==> src/rtl/adder_pkg.sv <==
// Shared types and helpers for the chunked carry adder: FSM states, per-bit g/p
// generation and the parameter legality check.
package adder_pkg;

    typedef enum logic [1:0] {StIdle, StRun, StDone} state_e;

    // Upper bound on the chunk width supported by pg_bits.
    localparam int unsigned MaxCellWidth = 64;

    typedef logic [MaxCellWidth-1:0] cell_vec_t;

    typedef struct packed {
        cell_vec_t g;
        cell_vec_t p;
    } pg_t;

    function automatic pg_t pg_bits(input cell_vec_t a, input cell_vec_t b);
        pg_t res;
        res.g = a & b;
        res.p = a ^ b;
        return res;
    endfunction

    function automatic bit width_ok(input int unsigned width, input int unsigned cell_width);
        return (cell_width >= 2) && (cell_width <= MaxCellWidth) &&
               (width >= cell_width) && ((width % cell_width) == 0);
    endfunction

endpackage

==> src/rtl/group_pg_cell.sv <==
// Combinational chunk cell: bitwise g/p, group generate/propagate and ripple carries/sum
// for one CELL_WIDTH-bit slice.
module group_pg_cell
    import adder_pkg::*;
#(
    parameter int unsigned CELL_WIDTH = 4
) (
    input  logic [CELL_WIDTH-1:0] a_i,
    input  logic [CELL_WIDTH-1:0] b_i,
    input  logic                  c_i,
    output logic                  g_o,
    output logic                  p_o,
    output logic [CELL_WIDTH:0]   carry_o,
    output logic [CELL_WIDTH-1:0] sum_o
);

    pg_t                  pg;
    logic [CELL_WIDTH-1:0] g, p;
    logic                  unused_pg;

    assign pg        = pg_bits(cell_vec_t'(a_i), cell_vec_t'(b_i));
    assign g         = pg.g[CELL_WIDTH-1:0];
    assign p         = pg.p[CELL_WIDTH-1:0];
    assign unused_pg = ^pg;

    // Group G/P folded MSB-ward; chunk carry-out is G | (P & c_i).
    always_comb begin
        g_o = g[0];
        p_o = p[0];
        for (int i = 1; i < int'(CELL_WIDTH); i++) begin
            g_o = g[i] | (p[i] & g_o);
            p_o = p[i] & p_o;
        end
    end

    always_comb begin
        carry_o    = '0;
        carry_o[0] = c_i;
        for (int i = 0; i < int'(CELL_WIDTH); i++) begin
            carry_o[i+1] = g[i] | (p[i] & carry_o[i]);
        end
    end

    assign sum_o = p ^ carry_o[CELL_WIDTH-1:0];

endmodule

==> src/rtl/chunked_carry_adder.sv <==
// Multi-cycle adder: one CELL_WIDTH chunk per clock, LSB first, valid/ready on both sides.
// Define OVERFLOW_FLAG_EN to add the registered signed-overflow output ovf.
module chunked_carry_adder
    import adder_pkg::*;
#(
    parameter int unsigned WIDTH      = 32,
    parameter int unsigned CELL_WIDTH = 4
) (
    input  logic             clk,
    input  logic             rst,
    input  logic             in_valid,
    output logic             in_ready,
    input  logic [WIDTH-1:0] a,
    input  logic [WIDTH-1:0] b,
    input  logic             cin,
    output logic             out_valid,
    input  logic             out_ready,
    output logic [WIDTH-1:0] sum,
    output logic             cout
`ifdef OVERFLOW_FLAG_EN
    ,
    output logic             ovf
`endif
);

    localparam int unsigned NChunk = WIDTH / CELL_WIDTH;
    localparam int unsigned IdxW   = (NChunk > 1) ? $clog2(NChunk) : 1;
    localparam logic [IdxW-1:0] LastIdx = IdxW'(NChunk - 1);

    if (!width_ok(WIDTH, CELL_WIDTH)) begin : gen_bad_cfg
        $error("WIDTH must be a multiple of CELL_WIDTH and CELL_WIDTH >= 2");
    end

    state_e                state_q, state_d;
    logic [IdxW-1:0]       idx_q, idx_d;
    logic [WIDTH-1:0]      a_q, a_d, b_q, b_d, sum_q, sum_d;
    logic                  carry_q, carry_d, cout_q, cout_d;
`ifdef OVERFLOW_FLAG_EN
    logic                  ovf_q, ovf_d;
`endif

    logic [CELL_WIDTH-1:0] a_chunk, b_chunk, chunk_sum;
    logic [CELL_WIDTH:0]   chunk_carry;
    logic                  grp_g, grp_p, chunk_cout, unused_ripple;

    assign a_chunk = a_q[idx_q*CELL_WIDTH +: CELL_WIDTH];
    assign b_chunk = b_q[idx_q*CELL_WIDTH +: CELL_WIDTH];

    group_pg_cell #(
        .CELL_WIDTH(CELL_WIDTH)
    ) u_cell (
        .a_i    (a_chunk),
        .b_i    (b_chunk),
        .c_i    (carry_q),
        .g_o    (grp_g),
        .p_o    (grp_p),
        .carry_o(chunk_carry),
        .sum_o  (chunk_sum)
    );

    assign chunk_cout    = grp_g | (grp_p & carry_q);
    assign unused_ripple = ^chunk_carry;

    always_comb begin
        state_d   = state_q;
        idx_d     = idx_q;
        a_d       = a_q;
        b_d       = b_q;
        sum_d     = sum_q;
        carry_d   = carry_q;
        cout_d    = cout_q;
`ifdef OVERFLOW_FLAG_EN
        ovf_d     = ovf_q;
`endif
        in_ready  = (state_q == StIdle);
        out_valid = (state_q == StDone);
        unique case (state_q)
            StIdle: begin
                if (in_valid) begin
                    a_d     = a;
                    b_d     = b;
                    carry_d = cin;
                    idx_d   = '0;
                    state_d = StRun;
                end
            end
            StRun: begin
                sum_d[idx_q*CELL_WIDTH +: CELL_WIDTH] = chunk_sum;
                carry_d = chunk_cout;
                if (idx_q == LastIdx) begin
                    cout_d  = chunk_cout;
`ifdef OVERFLOW_FLAG_EN
                    // Carry into the MSB differs from carry out of it on signed overflow.
                    ovf_d   = chunk_carry[CELL_WIDTH-1] ^ chunk_cout;
`endif
                    state_d = StDone;
                end else begin
                    idx_d = idx_q + 1'b1;
                end
            end
            StDone: begin
                if (out_ready) begin
                    state_d = StIdle;
                end
            end
            default: state_d = StIdle;
        endcase
    end

    always_ff @(posedge clk) begin
        if (rst) begin
            state_q <= StIdle;
            idx_q   <= '0;
            a_q     <= '0;
            b_q     <= '0;
            sum_q   <= '0;
            carry_q <= 1'b0;
            cout_q  <= 1'b0;
`ifdef OVERFLOW_FLAG_EN
            ovf_q   <= 1'b0;
`endif
        end else begin
            state_q <= state_d;
            idx_q   <= idx_d;
            a_q     <= a_d;
            b_q     <= b_d;
            sum_q   <= sum_d;
            carry_q <= carry_d;
            cout_q  <= cout_d;
`ifdef OVERFLOW_FLAG_EN
            ovf_q   <= ovf_d;
`endif
        end
    end

    assign sum  = sum_q;
    assign cout = cout_q;
`ifdef OVERFLOW_FLAG_EN
    assign ovf  = ovf_q;
`endif

endmodule

==> config.mk <==
export PLATFORM = sky130hd
export DESIGN_NAME = chunked_carry_adder
export DESIGN_NICKNAME = d
export VERILOG_FILES = /design/src/rtl/adder_pkg.sv /design/src/rtl/group_pg_cell.sv /design/src/rtl/chunked_carry_adder.sv
export SDC_FILE = /design/constraint.sdc
export NUM_CORES = 1
export LEC_CHECK = 0
export BUFFER_PORTS_ARGS = -buffer_cell sky130_fd_sc_hd__clkbuf_2
export CORE_UTILIZATION = 55
export DETAILED_ROUTE_END_ITERATION = 6
export PLACE_DENSITY = 0.8
export SYNTH_ARGS = -nofsm -noshare
export SYNTH_HDL_FRONTEND = slang
export SYNTH_SLANG_ARGS = --single-unit
==> constraint.sdc <==
create_clock -name clk -period 6.6 [get_ports clk]
set_input_delay 0.66 -clock clk [delete_from_list [all_inputs] [get_ports clk]]
set_output_delay 0.66 -clock clk [all_outputs]
set_load 0.02 [all_outputs]
Word-level counts from Yosys, hierarchy flattened
Cells that the tools add are included.

storage, ports and cells
  register bits after elaboration = 103
  bits of input ports = 69
  output and inout bits = 35
  logic and storage cells = 57

operators by class
  add/subtract/negate cells = 2
  eq/ne operators = 7
  shift operators = 4
  multiplexer cells = 10
  bitwise gates (word level) = 20
  reduce and logical (&&, ||, !) cells = 7

operators by type and width
  operator                 count
  $shiftx 32x6->4          2
  $neg 5->34               1
  $shift 4x34->32 const A  1
  $shiftx 4x34->32         1
  $bwmux 32                1
  $and 1x1->1              10
  $xor 4x4->4              2
  $or 1x1->1               7
  $mux 2                   3
  $mux 3                   2
  $ne 2x2->1 const B       3
  $pmux 2 s3               1
  $pmux 3 s2               1
  $reduce_and 2->1         3
  $reduce_and 3->1         2
  $and 4x4->4              1
  $add 3x1->3 const B      1
  $eq 3x3->1 const B       1
  $eq 2x1->1 const B       1
  $eq 2x2->1 const B       1
  $logic_not 2->1          1
  $ne 2x1->1 const B       1
  $pmux 1 s2               1
  $reduce_bool 2->1        1
  $mux 1                   1

Logic depth before layout (Yosys ltp)
Gate-level depths: netlist of run 1.

  word-level depth = 11
  depth in mapped cells = 12
  mapped depth without buffers = 10

Cells and area by module
A second synthesis of run 1 with hierarchy kept.

unflattened totals
  cell total of the unflattened synthesis = 543
  area, all modules = 4,739.5 sq um

by module, submodules not included
  module               times used  cells an instance  area an instance (sq um)  seq. area each (sq um)
  chunked_carry_adder  1           512                4,510.6                   2,062.0
  group_pg_cell        1           31                 229.0                     0.0

Least setup slack after synthesis of run 1
Ideal clock, no wire load.

  path type = register to register
  start = register idx_q[0]
  end = register sum_q[29], in the netlist sum[29]
  library setup time = 72 ps
  arrival = 2,855 ps
  required time = 6,528 ps
  slack = 3,673 ps
  stages on the path, launching flop included = 11
  buffers on the path = 2
  period minus slack after synthesis = 2,927 ps
  cell sequence = dfxtp_1 buf_6 buf_6 mux4_2 nand2_1 nand2_1 fa_1 inv_1 fa_1 or4b_1 mux2i_1

on the way
  cells in the longest elaborated chain, start to end = 11
  elaborated cells on any way between the ends = 15
  those cells by class = 1 x add/sub; 4 x shift; 1 x mux; 9 x bitwise

RTL lines
  item                                       line                                                  text
  start, declared                            chunked_carry_adder.sv:35                             logic [IdxW-1:0] idx_q, idx_d;
  start signal, assigned                     chunked_carry_adder.sv:124                            idx_q <= idx_d;
  $shiftx 32x6->4, on equally long branches  chunked_carry_adder.sv:46, chunked_carry_adder.sv:47
  $xor 4x4->4                                adder_pkg.sv:20                                       res.p = a ^ b;
  $and 1x1->1                                group_pg_cell.sv:40                                   carry_o[i+1] = g[i] | (p[i] & carry_o[i]);
  $or 1x1->1                                 group_pg_cell.sv:40
  $and 1x1->1                                group_pg_cell.sv:40
  $or 1x1->1                                 group_pg_cell.sv:40
  $and 1x1->1                                group_pg_cell.sv:40
  $or 1x1->1                                 group_pg_cell.sv:40
  $xor 4x4->4                                group_pg_cell.sv:44                                   assign sum_o = p ^ carry_o[CELL_WIDTH-1:0];
  $shiftx 4x34->32                           chunked_carry_adder.sv:88                             sum_d[idx_q*CELL_WIDTH +: CELL_WIDTH] = chunk_sum;
  $bwmux 32 *                                chunked_carry_adder.sv:88
  end signal, assigned                       chunked_carry_adder.sv:127                            sum_q <= sum_d;
  end, declared                              chunked_carry_adder.sv:36                             logic [WIDTH-1:0] a_q, a_d, b_q, b_d, sum_q, sum_d;

Mark *: on every way between the ends. The rest lies on a longest branch, timed or not.
A chain may end at the register's enable or synchronous reset.

Final worst setup path of run 1
  start = register idx_q[1]
  end = register sum_q[11], in the netlist sum[11]

The elaborated chain is that of the path after synthesis.

==> reports/metrics.yaml, run 1 <==
yosysWarnings: 0
slew_violations: 0
tritoncts: "yes"
numCtsBuffers: 9
cp.required_ns: 6.89
wl_mm: 10.4
r2r_end: "sum[11]$_SDFFE_PP0P_"
htreeDepth: 3
syn_avg_cell_area_um2: 9.00
syn-num-nets: 616
cp-endpoint: "sum[11]$_SDFFE_PP0P_"
critPathArrivalTime_ns: 3.80
hp-start: "a_q[3]$_SDFFE_PP0P_"
hold_violations: 0
insertion_delay_ns: 0.37
core_mm2: 0.00834
status: "complete, no violations"
place.gp.congestion: 0.887
diodes: 0
cts_resized: 0
cts_buffer_depth: 2
cts_setup_buffers: 0
power_density_mw_per_mm2: 231
die_y_um: 95.4
fin_cells: 721
fin_tns_setup_ns: 0
fmax_ghz: 0.285
io_buffers: 103
fin_util: 0.654
clock_sinks: 103
rr_startpoint: "idx_q[1]$_SDFFE_PP0P_"
period_needed_ns: 3.51
synth_cell_types: 48
rsz0062_at_grt: "false"
syn_area_mm2: 0.00480
ant_nets: 0
drt_first_pass_iters: 4
area_growth_pct: 13.7
overflow: 0
critical_path_class: "flop to flop"
cp-startpoint: "idx_q[1]$_SDFFE_PP0P_"
post-dp-hpwl_mm: 7.43
dieArea_mm2: 0.00910
r2r_slack_ns: 3.09
regArea_mm2: 0.00206
dpl.cell_count: 705
wl_per_cell_um: 14.4
leakage_uw: 0.00227
ctsRootBufferMaster: "clkbuf_8"
nNetsFinal: 694
synthCells: 533
ys_seq_area_frac: 0.430
fp.dieW_um: 95.4
grtUsageTotal: 0.246
cts_hold_buf: 0
hold_class: "flop to flop"
tightest_slew_ns: 1.03
multiInputGateArea_mm2: 0.00247
start_kind: "flop"
drc: 0
period_share: 0.531
drtIter0Drc: 198
relSlewSlack: 0.315
critPathMaxFanout: 23
r2r_cells: 10
grt_pass1_vias: 3722
grt_pass1_wl_mm: 17.1
grt_max_degree: 80
ys_seq_elements: 103
layout_common_cells: "nand2_1 (191), dfxtp_1 (103), clkbuf_2 (103), a21oi_1 (68), mux2i_1 (31)"
cp-end-kind: "flop"
clk_pin_slew_worst_paths_ns: 0.09
fill_cells: 670
antenna_found_initial: 0
layout_commonest_cell: "nand2_1"
vias_per_cell: 5.42
drv_cap: 0
peakVddDrop_uv: 138
io_pins: 104
initial_core_util: 0.575
whs_ns: 0.456
setup_viol: 0
rows: 33
drive_gt1_frac: 0.239
clock_skew_ns: 0.0121
vias: 3910
-- Yosys cell counts (all sizes together) --
cell / number / area (um2)
a211o: 1 / 8.76
a21oi: 68 / 340
a22oi: 1 / 7.51
a311oi: 1 / 8.76
a31oi: 2 / 12.5
and2: 4 / 25.0
and2b: 1 / 7.51
and3: 4 / 25.0
and4b: 1 / 10.0
buf: 25 / 186
clkbuf: 15 / 60.1
clkinv: 1 / 3.75
dfxtp: 103 / 2060
fa: 3 / 60.1
ha: 11 / 138
inv: 6 / 22.5
mux2: 2 / 30.0
mux2i: 31 / 310
mux4: 16 / 379
nand2: 191 / 717
nand2b: 2 / 20.0
nand3: 7 / 35.0
nand4: 2 / 12.5
nand4b: 3 / 32.5
nor2: 7 / 28.8
nor2b: 6 / 37.5
nor3: 2 / 21.3
nor3b: 3 / 22.5
nor4b: 4 / 80.1
o211ai: 1 / 7.51
o21ba: 1 / 10.0
o221ai: 1 / 8.76
o31a: 1 / 8.76
or3b: 2 / 17.5
or4b: 3 / 30.0
xnor2: 1 / 8.76
-- flip-flops by register name, indices dropped and copies added, names as in the netlist --
register,count
state_q,2
sum,32
a_q,32
carry_q,1
b_q,32
idx_q,3
cout,1
-- worst min-delay path by stage --
| stage | endpoint | cells past startpoint |
|---|---|---|
| detailed placement | a_q[2]$_SDFFE_PP0P_ | 2 |
| CTS | b_q[6]$_SDFFE_PP0P_ | 2 |
| floorplan | a_q[22]$_SDFFE_PP0P_ | 2 |
| global placement | a_q[26]$_SDFFE_PP0P_ | 2 |
| global route | a_q[27]$_SDFFE_PP0P_ | 2 |
| finish | a_q[3]$_SDFFE_PP0P_ | 2 |
-- layer usage --
metal / track usage / share of wire
met5: 0 / 0
met4: 0.123 / 0.018
met3: 0.0359 / 0.049
met2: 0.409 / 0.50
met1: 0.312 / 0.44
-- through the flow --
stage / instance area, um2 / power [uW] / worst slack [ns]
4_1_cts: 5450 / 1270 / 3.07
2_1_floorplan: 4800 / 795 / 3.67
3_3_place_gp: 5230 / 834 / 3.21
6_report: 5450 / 1260 / 3.09
3_5_place_dp: 5230 / 839 / 3.10
5_1_grt: 5450 / 1310 / 2.84
-- worst max-delay path, cell delays in order, from the launching register on --
cell     delay [ns]
dfxtp_1        1.01
mux4_2         0.38
nand2_1        0.06
nand2_1        0.12
fa_1           0.18
inv_1          0.05
fa_1           0.38
fa_1           0.39
xnor2_1        0.49
nand3_1        0.19
mux2i_1        0.18
-- cell type report --
class	count	area share
Clock buffer	11	0.0259
Sequential cell	103	0.378
Tap cell	105	0.0241
Multi-Input combinational cell	383	0.452
Inverter	7	0.00482
Timing Repair Buffer	107	0.100
Clock inverter	5	0.0149
-- power by group --
group / switching (uW) / internal, uW
clock: 209 / 224
sequential: 16.7 / 647
combinational: 93.3 / 68.5
total: 319 / 939
-- cells by family (layout without fill, tap and decap cells) --
| logic type | count (synthesis) | after routing | share of synthesized area |
|---|---|---|---|
| AOI/OAI and AO/OA | 77 | 77 | 0.0861 |
| xor gates and xnor gates | 1 | 1 | 0.00183 |
| adders and majority gates | 14 | 14 | 0.0412 |
| buffers and inverters | 47 | 130 | 0.0569 |
| DFF | 103 | 103 | 0.430 |
| muxes | 49 | 49 | 0.150 |
| and+or+nand+nor | 242 | 242 | 0.234 |
(Power assumes the default switching activity.)
==> inputs of run 2 (changes only) <==
- ABC_AREA: default -> 1
- PLACE_DENSITY: 0.8 -> 0.79
- clock period: 6.6 -> 3.4 ns (I/O delays scaled with it)
==> run 2 against run 1 <==
  * First-iteration DRC count increased by 11%
  * Combinational power increased to 3.7 times the previous value
  * Via count increased by 17%
  * Clock power increased by 99%
  * Critical path depth increased by 4
  * Sequential share of layout area decreased by 1.4 points
  * Critical path type unchanged
==> reports/metrics.yaml, run 2 <==
pwr-share-clk: 0.307
p_int_uw: 1930
grt_pass1_vias: 4139
relSlewSlack: 0.225
ant_nets: 0
regArea_mm2: 0.00206
die_y_um: 96.2
initial_core_util: 0.565
crit_buf_inv: 3
power_density_mw_per_mm2: 495
hold_class: "input pin to flop"
synthCells: 719
hp-start: "rst"
yosysTopAreaCellShare: 0.422
fmax_ghz: 0.339
diodes: 0
grtUsageTotal: 0.245
pwr-share-seq: 0.477
detailedPlace.worstSlack_ns: 0.261
async_reset_ff_frac: 0
r2r_end: "sum[15]$_SDFFE_PP0P_"
power.switching_uw: 877
io_buffers: 103
synthTopCellsByArea: "dfxtp_1 (42%), nor2_1 (19%), o21ai_0 (9.5%)"
whs_ns: 0.185
fin_tns_setup_ns: 0
htreeDepth: 3
syn_area_mm2: 0.00488
drtIter0Drc: 220
top_usage_layer: "met2"
drc: 0
period_share: 0.868
critPathMaxStageDelay_ns: 0.44
critPathMaxFanout: 17
place.gp.congestion: 0.946
dieArea_mm2: 0.00926
critical_path_class: "flop to flop"
hold_violations: 0
fill_cells: 792
vias: 4579
period_needed_ns: 2.95
tightest_slew_ns: 1.16
r2r_cells: 14
ys.flop_type: "dfxtp_1"
drt_first_pass_iters: 4
yosysMostFrequentCell: "nor2_1"
cts_buffer_depth: 2
rr_startpoint: "idx_q[1]$_SDFFE_PP0P_"
cts_hold_buf: 0
synth_edf_count: 0
layout_commonest_cell: "nor2_1"
insertion_delay_ns: 0.37
io_pins: 104
fp.dieW_um: 96.2
leakage_uw: 0.00279
cp.required_ns: 3.71
drive_gt1_frac: 0.189
met3_usage: 0.0371
cp-end-kind: "flop"
status: "complete, no violations"
pwr-share-comb: 0.216
overflow: 0
grt_pass1_wl_mm: 17.7
antenna_found_initial: 0
cpMostUsedCell: "fa_1"
multiInputGateArea_mm2: 0.00243
ctsRootBufferMaster: "clkbuf_8"
path_cells: "inv_2 -> o21ai_0 -> o22ai_1 -> nand2_1 -> nand2_1 -> fa_1 -> inv_1 -> fa_1 -> fa_1 -> xnor2_2 -> nand3_1 -> inv_1 -> nor2_1 -> nor2_1"
core_mm2: 0.00864
yosysTopAreaCell: "dfxtp_1"
grtUsageMet1: 0.285
start_kind: "flop"
layout_common_cells: "nor2_1 (245), clkbuf_2 (103), dfxtp_1 (102), nand2_1 (101), o21ai_0 (93)"
fin_cells: 921
sw_frac_of_total: 0.312
ys_seq_elements: 103
ys_seq_area_frac: 0.422
clk_pin_slew_worst_paths_ns: 0.10
drv_cap: 0
grt_max_degree: 91
syn-num-nets: 802
cp-endpoint: "sum[15]$_SDFFE_PP0P_"
numCtsBuffers: 9
area_growth_pct: 16.3
synth_cell_types: 31
nNetsFinal: 891
gr-usage-met2: 0.439
wl_mm: 10.9
vias_per_cell: 4.97
critical_path.top_delay_family: "adder cells"
dpl.cell_count: 905
clock_sinks: 103
cts_resized: 0
cp.depth: 14
post-dp-hpwl_mm: 7.79
syn_avg_cell_area_um2: 6.79
cts_setup_buffers: 0
wl_per_cell_um: 11.8
cp-startpoint: "idx_q[1]$_SDFFE_PP0P_"
rows: 34
setup_viol: 0
r2r_slack_ns: 0.45
tritoncts: "yes"
peakVddDrop_uv: 325
crit_slowest_cell: "dfxtp_2"
clock_skew_ns: 0.0108
setup_ws_ns: 0.447
slew_violations: 0
synthTopCellsByCount: "nor2_1 (245), dfxtp_1 (103), nand2_1 (101)"
yosysWarnings: 0
rsz0062_at_grt: "false"
critPathArrivalTime_ns: 3.26
[run 2: cell types whose count changed after synthesis, moves of 31 or more]
cell     previous run  this run
a21oi_1            68        15
mux2i_1            31         0
o21ai_0             0        93
inv_1               5        48
nand2_1           191       101
nor2_1              6       245
[run 2: area by class of cell]
cell class	instances	share of cell area
Timing Repair Buffer	113	0.104
Multi-Input combinational cell	522	0.429
Inverter	59	0.0395
Clock inverter	7	0.0181
Clock buffer	9	0.0218
Tap cell	108	0.0238
Sequential cell	103	0.364
[run 2: layer usage]
metal  wire length, um  up-vias  share of wire
met1              5030     2024           0.46
met2              5240      105           0.48
met3               367       20          0.034
li1                  -     2430              -
met4               235        0          0.022
met5                 0        -              0
[run 2: logic make-up after synthesis]
kind of cell    after synthesis  synth area share
buf+inv                      94            0.0802
simple gates                374             0.316
compound gates              133             0.139
flops                       103             0.422
xor+xnor                      1           0.00179
fa+ha+maj                    14            0.0405
[run 2: metrics by stage]
step            util  instance area (um2)  total power, uW
2_1_floorplan      -                 4880             1800
3_3_place_gp   0.630                 5440             1940
3_5_place_dp   0.630                 5440             1960
4_1_cts        0.656                 5670             2810
5_1_grt        0.657                 5670             2960
6_report       0.657                 5670             2810
[run 2: how the worst min path moves through the flow]
| stage | end | slack, ns | cells after the start |
|---|---|---|---|
| floorplan | state_q[1]$_SDFFE_PP0P_ | 0.41 | 1 |
| finish | state_q[1]$_SDFFE_PP0P_ | 0.19 | 2 |
| CTS | state_q[1]$_SDFFE_PP0P_ | 0.17 | 2 |
| detailed placement | b_q[30]$_SDFFE_PP0P_ | 0.47 | 2 |
| global route | state_q[1]$_SDFFE_PP0P_ | 0.17 | 2 |
| global placement | b_q[14]$_SDFFE_PP0P_ | 0.46 | 2 |
[run 2: power by group through the flow]
stage	Sequential [uW]	Clock, uW	Combinational [uW]
after detailed placement	1370	0	591
after global routing	1350	922	691
after floorplan	1350	0	442
final	1340	862	607
after CTS	1340	878	596
after global placement	1360	0	576
